[src/rtl/life_step_ctrl.sv]
// rtl/life_step_ctrl.sv - Game of Life generation sequencer over a row-addressed grid store
module life_step_ctrl #(
  parameter int ROWS  = 24,
  parameter int COLS  = 32,
  parameter int TORUS = 1
) (
  input  logic        out_stream_aclk,
  input  logic        periph_resetn,
  input  logic        step_en,
  input  logic        step_req,
  input  logic        frame_start,
  input  logic [3:0]  frame_div,
  output logic        rd_en,
  output logic [4:0]  rd_addr,
  input  logic [31:0] rd_data,
  output logic        wr_en,
  output logic [4:0]  wr_addr,
  output logic [31:0] wr_data,
  output logic        busy,
  output logic        done,
  output logic [15:0] gen_count
);

  localparam logic [4:0] LAST_ROW = 5'(ROWS - 1);

  typedef enum logic [2:0] {
    IDLE,
    PRIME_A,
    PRIME_B,
    PRIME_C,
    ROW_RD,
    ROW_CAP,
    ROW_WR,
    FINISH
  } state_t;

  state_t      state_q, state_d;
  logic [4:0]  row_q, row_d;
  logic        pend_q, pend_d;
  logic [3:0]  frame_cnt_q, frame_cnt_d;
  logic [4:0]  frame_inc;
  logic [4:0]  div_eff;
  logic        frame_trig;

  // Sliding three-row window plus the untouched copy of row 0 for the final wrap.
  logic [31:0] prev_q, cur_q, nxt_q, row0_q;
  logic [31:0] nxt_in;

  logic        rd_go;
  logic [4:0]  rd_addr_d;
  logic        wr_go;

  // One cell-generation step for a whole row; count is 4 bits so 8 neighbours fit.
  function automatic logic [31:0] life_row(input logic [31:0] p,
                                           input logic [31:0] c,
                                           input logic [31:0] n);
    logic [31:0] res;
    logic [3:0]  cnt;
    logic [4:0]  lc;
    logic [4:0]  rc;
    res = '0;
    for (int k = 0; k < COLS; k++) begin
      lc  = (k == 0) ? 5'(COLS - 1) : 5'(k - 1);
      rc  = (k == COLS - 1) ? 5'd0 : 5'(k + 1);
      cnt = {3'b000, p[k]} + {3'b000, n[k]};
      if (k > 0 || TORUS != 0)
        cnt = cnt + {3'b000, p[lc]} + {3'b000, c[lc]} + {3'b000, n[lc]};
      if (k < COLS - 1 || TORUS != 0)
        cnt = cnt + {3'b000, p[rc]} + {3'b000, c[rc]} + {3'b000, n[rc]};
      res[k] = (cnt == 4'd3) || ((cnt == 4'd2) && c[k]);
    end
    return res;
  endfunction

  // Row below the current one: memory data, or the saved row 0 / dead row at the bottom edge.
  always_comb begin
    nxt_in = rd_data;
    if (row_q == LAST_ROW)
      nxt_in = (TORUS != 0) ? row0_q : 32'd0;
  end

  // Next-state, frame pacing and pending-request logic.
  always_comb begin
    state_d     = state_q;
    row_d       = row_q;
    pend_d      = pend_q;
    frame_cnt_d = frame_cnt_q;
    frame_trig  = 1'b0;
    frame_inc   = {1'b0, frame_cnt_q} + 5'd1;
    div_eff     = (frame_div == 4'd0) ? 5'd1 : {1'b0, frame_div};
    case (state_q)
      IDLE: begin
        if (frame_start && step_en) begin
          if (frame_inc >= div_eff) begin
            frame_cnt_d = 4'd0;
            frame_trig  = 1'b1;
          end else begin
            frame_cnt_d = frame_inc[3:0];
          end
        end
        if (step_req || frame_trig)
          state_d = PRIME_A;
      end
      PRIME_A: state_d = PRIME_B;
      PRIME_B: state_d = PRIME_C;
      PRIME_C: begin
        state_d = ROW_RD;
        row_d   = 5'd0;
      end
      ROW_RD:  state_d = ROW_CAP;
      ROW_CAP: state_d = ROW_WR;
      ROW_WR: begin
        if (row_q == LAST_ROW) begin
          state_d = FINISH;
        end else begin
          state_d = ROW_RD;
          row_d   = row_q + 5'd1;
        end
      end
      FINISH: begin
        if (pend_q || step_req) begin
          state_d = PRIME_A;
          pend_d  = 1'b0;
        end else begin
          state_d = IDLE;
        end
      end
      default: state_d = IDLE;
    endcase
    if (state_q != IDLE && state_q != FINISH && step_req)
      pend_d = 1'b1;
  end

  // Strobes are registered, so they are decided from the state being entered.
  always_comb begin
    rd_go     = 1'b0;
    rd_addr_d = rd_addr;
    wr_go     = 1'b0;
    case (state_d)
      PRIME_A: begin
        rd_go     = 1'b1;
        rd_addr_d = LAST_ROW;
      end
      PRIME_B: begin
        rd_go     = 1'b1;
        rd_addr_d = 5'd0;
      end
      ROW_RD: begin
        if (row_d != LAST_ROW) begin
          rd_go     = 1'b1;
          rd_addr_d = row_d + 5'd1;
        end
      end
      ROW_WR:  wr_go = 1'b1;
      default: rd_go = 1'b0;
    endcase
  end

  // Control state, row index, pacing counter and pending flag.
  always_ff @(posedge out_stream_aclk or negedge periph_resetn) begin
    if (!periph_resetn) begin
      state_q     <= IDLE;
      row_q       <= 5'd0;
      pend_q      <= 1'b0;
      frame_cnt_q <= 4'd0;
    end else begin
      state_q     <= state_d;
      row_q       <= row_d;
      pend_q      <= pend_d;
      frame_cnt_q <= frame_cnt_d;
    end
  end

  // Memory strobes; address and data hold their last value while idle.
  always_ff @(posedge out_stream_aclk or negedge periph_resetn) begin
    if (!periph_resetn) begin
      rd_en   <= 1'b0;
      rd_addr <= 5'd0;
      wr_en   <= 1'b0;
      wr_addr <= 5'd0;
      wr_data <= 32'd0;
    end else begin
      rd_en <= rd_go;
      if (rd_go)
        rd_addr <= rd_addr_d;
      wr_en <= wr_go;
      if (wr_go) begin
        wr_addr <= row_q;
        wr_data <= life_row(prev_q, cur_q, nxt_in);
      end
    end
  end

  // Row window: rows are shifted only after their neighbours have been consumed.
  always_ff @(posedge out_stream_aclk or negedge periph_resetn) begin
    if (!periph_resetn) begin
      prev_q <= 32'd0;
      cur_q  <= 32'd0;
      nxt_q  <= 32'd0;
      row0_q <= 32'd0;
    end else begin
      case (state_q)
        PRIME_B: prev_q <= (TORUS != 0) ? rd_data : 32'd0;
        PRIME_C: begin
          cur_q  <= rd_data;
          row0_q <= rd_data;
        end
        ROW_CAP: nxt_q <= nxt_in;
        ROW_WR: begin
          prev_q <= cur_q;
          cur_q  <= nxt_q;
        end
        default: nxt_q <= nxt_q;
      endcase
    end
  end

  // Completed-generation counter, wraps naturally at 16 bits.
  always_ff @(posedge out_stream_aclk or negedge periph_resetn) begin
    if (!periph_resetn)
      gen_count <= 16'd0;
    else if (state_q == FINISH)
      gen_count <= gen_count + 16'd1;
  end

  assign busy = (state_q != IDLE);
  assign done = (state_q == FINISH);

endmodule

[config.mk]
export PLATFORM = sky130hd
export DESIGN_NAME = life_step_ctrl
export DESIGN_NICKNAME = d
export VERILOG_FILES = /design/src/rtl/life_step_ctrl.sv
export SDC_FILE = /design/constraint.sdc
export NUM_CORES = 1
export LEC_CHECK = 0
export ABC_AREA = 1
export CORE_ASPECT_RATIO = 1.4
export CORE_MARGIN = 2
export CORE_UTILIZATION = 38
export DETAILED_ROUTE_END_ITERATION = 8
export SLEW_MARGIN = 20
export SYNTH_ARGS = -nofsm -noshare
export SYNTH_HDL_FRONTEND = slang
export SYNTH_SLANG_ARGS = --single-unit
[constraint.sdc]
create_clock -name out_stream_aclk -period 10.88 [get_ports out_stream_aclk]
set_clock_uncertainty 0.15 [all_clocks]
set_input_delay 3.264 -clock out_stream_aclk [delete_from_list [all_inputs] [get_ports out_stream_aclk]]
set_output_delay 3.264 -clock out_stream_aclk [all_outputs]
set_load 0.005 [all_outputs]
[Yosys cells after proc, flatten, opt, wreduce, memory -nomap -nowiden]
Cells that the tools add are included.
Storage, ports and cells
  bits in registers: 201
  output and inout port bits: 62
Cells by class
  $add $sub $neg: 228
  $lt $le $gt $ge: 1
  eq/ne operators: 79
  mux-type cells: 86
  reduce and logical (&&, ||, !) cells: 81
Operators with widths (count)
  $add A4 B1 Y4: 128
  $mux W4: 66
  $eq A4 B2 Y1 const B: 64
  $add A3 B1 Y4: 32
  $pmux W32 S2: 2
  $add A2 B1 Y3: 32
  $add A1 B1 Y2: 32
  $logic_and A1 B1 Y1: 35
  $logic_or A1 B1 Y1: 34
  $mux W32: 1
  $pmux W3 S8: 1
  $eq A3 B3 Y1 const B: 6
  $add A16 B1 Y16 const B: 1
  $pmux W5 S3: 1
  $add A5 B1 Y5 const B: 2
  $mux W5: 2
  $pmux W5 S2: 1
  $eq A3 B2 Y1 const B: 3
  $mux W1: 9
  $reduce_bool A2 Y1: 4
  $eq A3 B1 Y1 const B: 2
  $reduce_bool A3 Y1: 2
  $add A4 B1 Y5 const B: 1
  $eq A5 B5 Y1 const B: 1
  other kinds (12): 13

[Longest topological paths before layout]
  depth in word-level cells: 19
  depth in mapped cells: 22

[Worst setup path before layout]
Ideal clock, no wire load.
  kind: in2reg
  start point: in rd_data[9]
  end point: reg wr_data[10]
  setup time: 95 ps
  arrival time: 6125 ps
  data required time: 10635 ps
  slack: 4509 ps
  stages on the path: 15
  path buffers: 0
  cell sequence: inv_1 nand2_1 o21ai_0 inv_1 fa_1 inv_1 fa_1 fa_1 inv_1 ha_1 inv_1 fa_1 a21oi_1 o21ai_0 o31ai_1
Between the ends
  word-level cells in the longest chain between the ends: 10
Ends and longest elaborated chain
  start: declaration: line 15  | input logic [31:0] rd_data,
  $mux W32 (*): line 78  | if (row_q == LAST_ROW)
  net nxt_in[9]: line 47  | logic [31:0] nxt_in;
  $add A4 B1 Y4 (*): line 67  | cnt = cnt + {3'b000, p[lc]} + {3'b000, c[lc]} + {3'b000, n[lc]};
  $mux W4 (*): line 187  | if (wr_go) begin
  $add A4 B1 Y4 (*) (3 in series): line 69  | cnt = cnt + {3'b000, p[rc]} + {3'b000, c[rc]} + {3'b000, n[rc]};
  $mux W4 (*): line 187
  $eq A4 B2 Y1: line 70  | res[k] = (cnt == 4'd3) || ((cnt == 4'd2) && c[k]);
  $logic_and A1 B1 Y1: line 70
  $logic_or A1 B1 Y1 (*): line 70
  end signal: assignment: line 189  | wr_data <= life_row(prev_q, cur_q, nxt_in);
  end: declaration: line 18  | output logic [31:0] wr_data,
The timed path passes the listed nets; every way through them passes the cells marked *. The select of a mux whose other input is x is not followed.
A chain may end at the register's enable or synchronous reset.

[Final worst setup path]
  start point: in rd_data[25]
  end point: reg wr_data[26]
Same word-level chain as after synthesis.

==> impl_results.md <==
* Pre-antenna DRT Iters at 5
* Crit path DAT at about 7.0 ns
* Min-Delay Path Class: flop to flop
* Synth Net Count at around 1,900
* Slew @ Worst Pin at about 1 ns
* Max-cap violations at 0
* Final Critical Period at between 6 and 7 ns
* Setup WS post-layout at 4.198 ns
* Row cnt at 84
* Number of buffers added on ports at 102
* Synth top area cells: dfrtp_1, fa_1, inv_1
* GRT Resource Usage Total at 0.1831
* Worst slack, placed at ~3.6 ns
* Vias per inst at 4.863
* H-Tree Depth at 1
* Layout cells sized above 1 at 0.04778
* Starting DRT DRC Count at around 430
* Asr flop ratio synth at 1.000
* Ys flop type: dfrtp_1
* Yosys Warn Count at 0
* Final Max Slew Viols at 0
* Initial antenna violation count at 1
* Hold slack at approximately 0.32 ns
* Core Area at 0.03752 mm^2
* Crit-path max FO at 3
* CP Capture Type: flop
* Final Setup Violations at 0
* Post-synth EDFFs at 0
* WP data required at approximately 11 ns
* DRC at 0
* Antenna viol nets, final at 0
* Status: complete, no violations
* Fin nets at just over 2,000
* Num CTS Buffers at 24
* Drt wl/cell at about 15 um
* Height of the die at ~230 um
* Area leader, netlist: dfrtp_1
* Cells after Synth at 1,672
* Final WL at approximately 35,000 um
* Met2 usage at 0.3274
* Top-area cell type share of the netlist area at 0.3477
* Max clock buf depth at 3
* Mapped cell area at ~0.014 mm^2
* Die area at between 0.03 and 0.04 mm^2
* Setup Total Neg Slack at 0 ns
* RSZ-0062 raised after global routing: false
* Dpl hpwl at ~24,000 um
* Routing usage on met1 at 0.2250
* FMAX at approximately 150 MHz
* CTS Root Cell: clkbuf_16
* CTS tree: built
* Global route hottest layer: met2
* Clock Sinks at 201
* Average size of a mapped cell at between 8 and 9 um^2
* Startpoint types: input port
* Seq/Total Area, Yosys at 0.3477
* #FFs+latches synth at about 200
* First-pass GRT wire length at slightly below 60,000 um
* Die width at 168.9 um
* Post-CTS Resized at 0
* Clk_lat worst skew at 0.53 ns
* Largest net degree at the start of global routing at between 90 and 100
* Crit share post-route at 0.6141
* Util after Layout at 0.4484
* Initial core utilization at 0.3856
* ANT cells at 0
* Max_slew headroom at 0.3355
* Hold Fails Final Rpt at 0
* Cell variety after synth at 44
* IO Pins at approximately 100
* Vias in the first global route at roughly 12,000
* GR Overflow Total at 0
* Clk slew on worst S/H paths at ~0.06 ns
* Met3 Use GR at 0.02358
* Hold-fix buffers, CTS at 0
* Via count at 10,950
* Area delta synth->final at 16.31%
* WS Path Type: input port to flop
* Setup bufs post-CTS at 0
* Routability cong. at 0.7970
[worst max-delay path, cell delays in order]
cell	delay, ns
clkdlybuf4s50_1	0.42
inv_1	0.09
nand2_1	0.05
o21ai_1	0.21
inv_1	0.13
fa_1	0.50
inv_1	0.05
fa_1	0.47
fa_1	0.49
inv_1	0.04
ha_1	0.19
inv_1	0.07
fa_1	0.41
a211oi_1	0.21
o21ai_0	0.17
o21ai_0	0.20
[per-layer routing]
layer  wire length [um]  vias up
li1                   -     5363
met1              14500     5302
met2              17650      221
met3               1466       64
met4               1050        2
met5                 13        -
[registers in the layout (all words and copies together) (netlist names)]
name	count
rd_en	1
wr_en	1
row0_q	32
cur_q	32
wr_addr	5
rd_addr	5
wr_data	32
pend_q	1
state_q	3
prev_q	32
row_q	5
nxt_q	32
gen_count	16
frame_cnt_q	4
[layout by cell type, fill, tap and decap left out, types with 2 or more instances in the layout]
master,synthesis,layout
inv_1,398,397
o22ai_1,25,25
a22o_1,2,2
nor2_1,96,96
clkbuf_16,0,25
o21ai_0,116,116
a221oi_1,4,4
inv_2,7,6
nand4_1,7,7
clkbuf_1,31,4
ha_1,104,104
fa_1,128,128
xor2_1,12,12
nor3_1,6,6
a31oi_1,7,7
o211ai_1,48,48
a21oi_1,16,16
clkinv_2,0,2
nand3_2,5,5
xnor2_1,5,5
a211oi_1,16,16
bufinv_16,0,2
clkdlybuf4s50_1,0,101
o21ai_1,34,34
nand3_1,18,18
nand2_1,336,335
dfrtp_1,201,201
buf_4,2,9
nor2_2,5,5
nand2_2,6,7
clkbuf_8,0,12
o31ai_1,7,7
[area by class of cell]
cell class                      instances  area, um^2
Clock buffer                           40       792.0
Clock inverter                          4       70.07
Fill cell                            3600       20690
Inverter                              405        1523
Multi-Input combinational cell       1017        7700
Sequential cell                       201        5030
Tap cell                              473       591.8
Timing Repair Buffer                  112        1120
[per-stage QoR]
step,instances,area [um^2]
finish,2252,16830
global route,2252,16830
CTS,2251,16800
detailed placement,2207,15940
global placement,2207,15940
floorplan,1672,14470
[cells by family (layout without fill, tap and decap cells)]
logic type               count (synthesis)  after routing  share of synthesized area
AND/OR/NAND/NOR                        487            487                     0.1383
buffers and inverters                  454            561                     0.1202
AO/OA/AOI/OAI                          281            281                     0.1164
adder cells (fa/ha/maj)                232            232                     0.2671
flip-flops                             201            201                     0.3477
XOR/XNOR                                17             17                    0.01029
[Yosys cell counts, types with 6 or more instances]
master      n
inv_2       7
clkbuf_1   31
nand2_2     6
nand4_1     7
inv_1     398
o31ai_1     7
a211oi_1   16
dfrtp_1   201
nand2_1   336
o211ai_1   48
a31oi_1     7
ha_1      104
xor2_1     12
nor3_1      6
buf_2      10
a21oi_1    16
o21ai_1    34
nor2_1     96
o22ai_1    25
fa_1      128
nand3_1    18
o21ai_0   116
[worst paths after layout]
check                                    from            end  slack [ns]  cells after the start
worst max-delay path              rd_data[25]    wr_data[26]        4.20                     16
worst min-delay path            gen_count[15]  gen_count[15]        0.32                      1
worst max register to register       row_q[0]    wr_data[26]        5.85                     19
worst min register to register  gen_count[15]  gen_count[15]        0.32                      1
max in group asynchronous       periph_resetn    wr_data[20]        6.75                      2
min in group asynchronous       periph_resetn       nxt_q[7]        2.63                      1
Power is left out: the tool's default activity adds up to more than one toggle a clock period on the data nets, which glitch-free logic cannot reach.
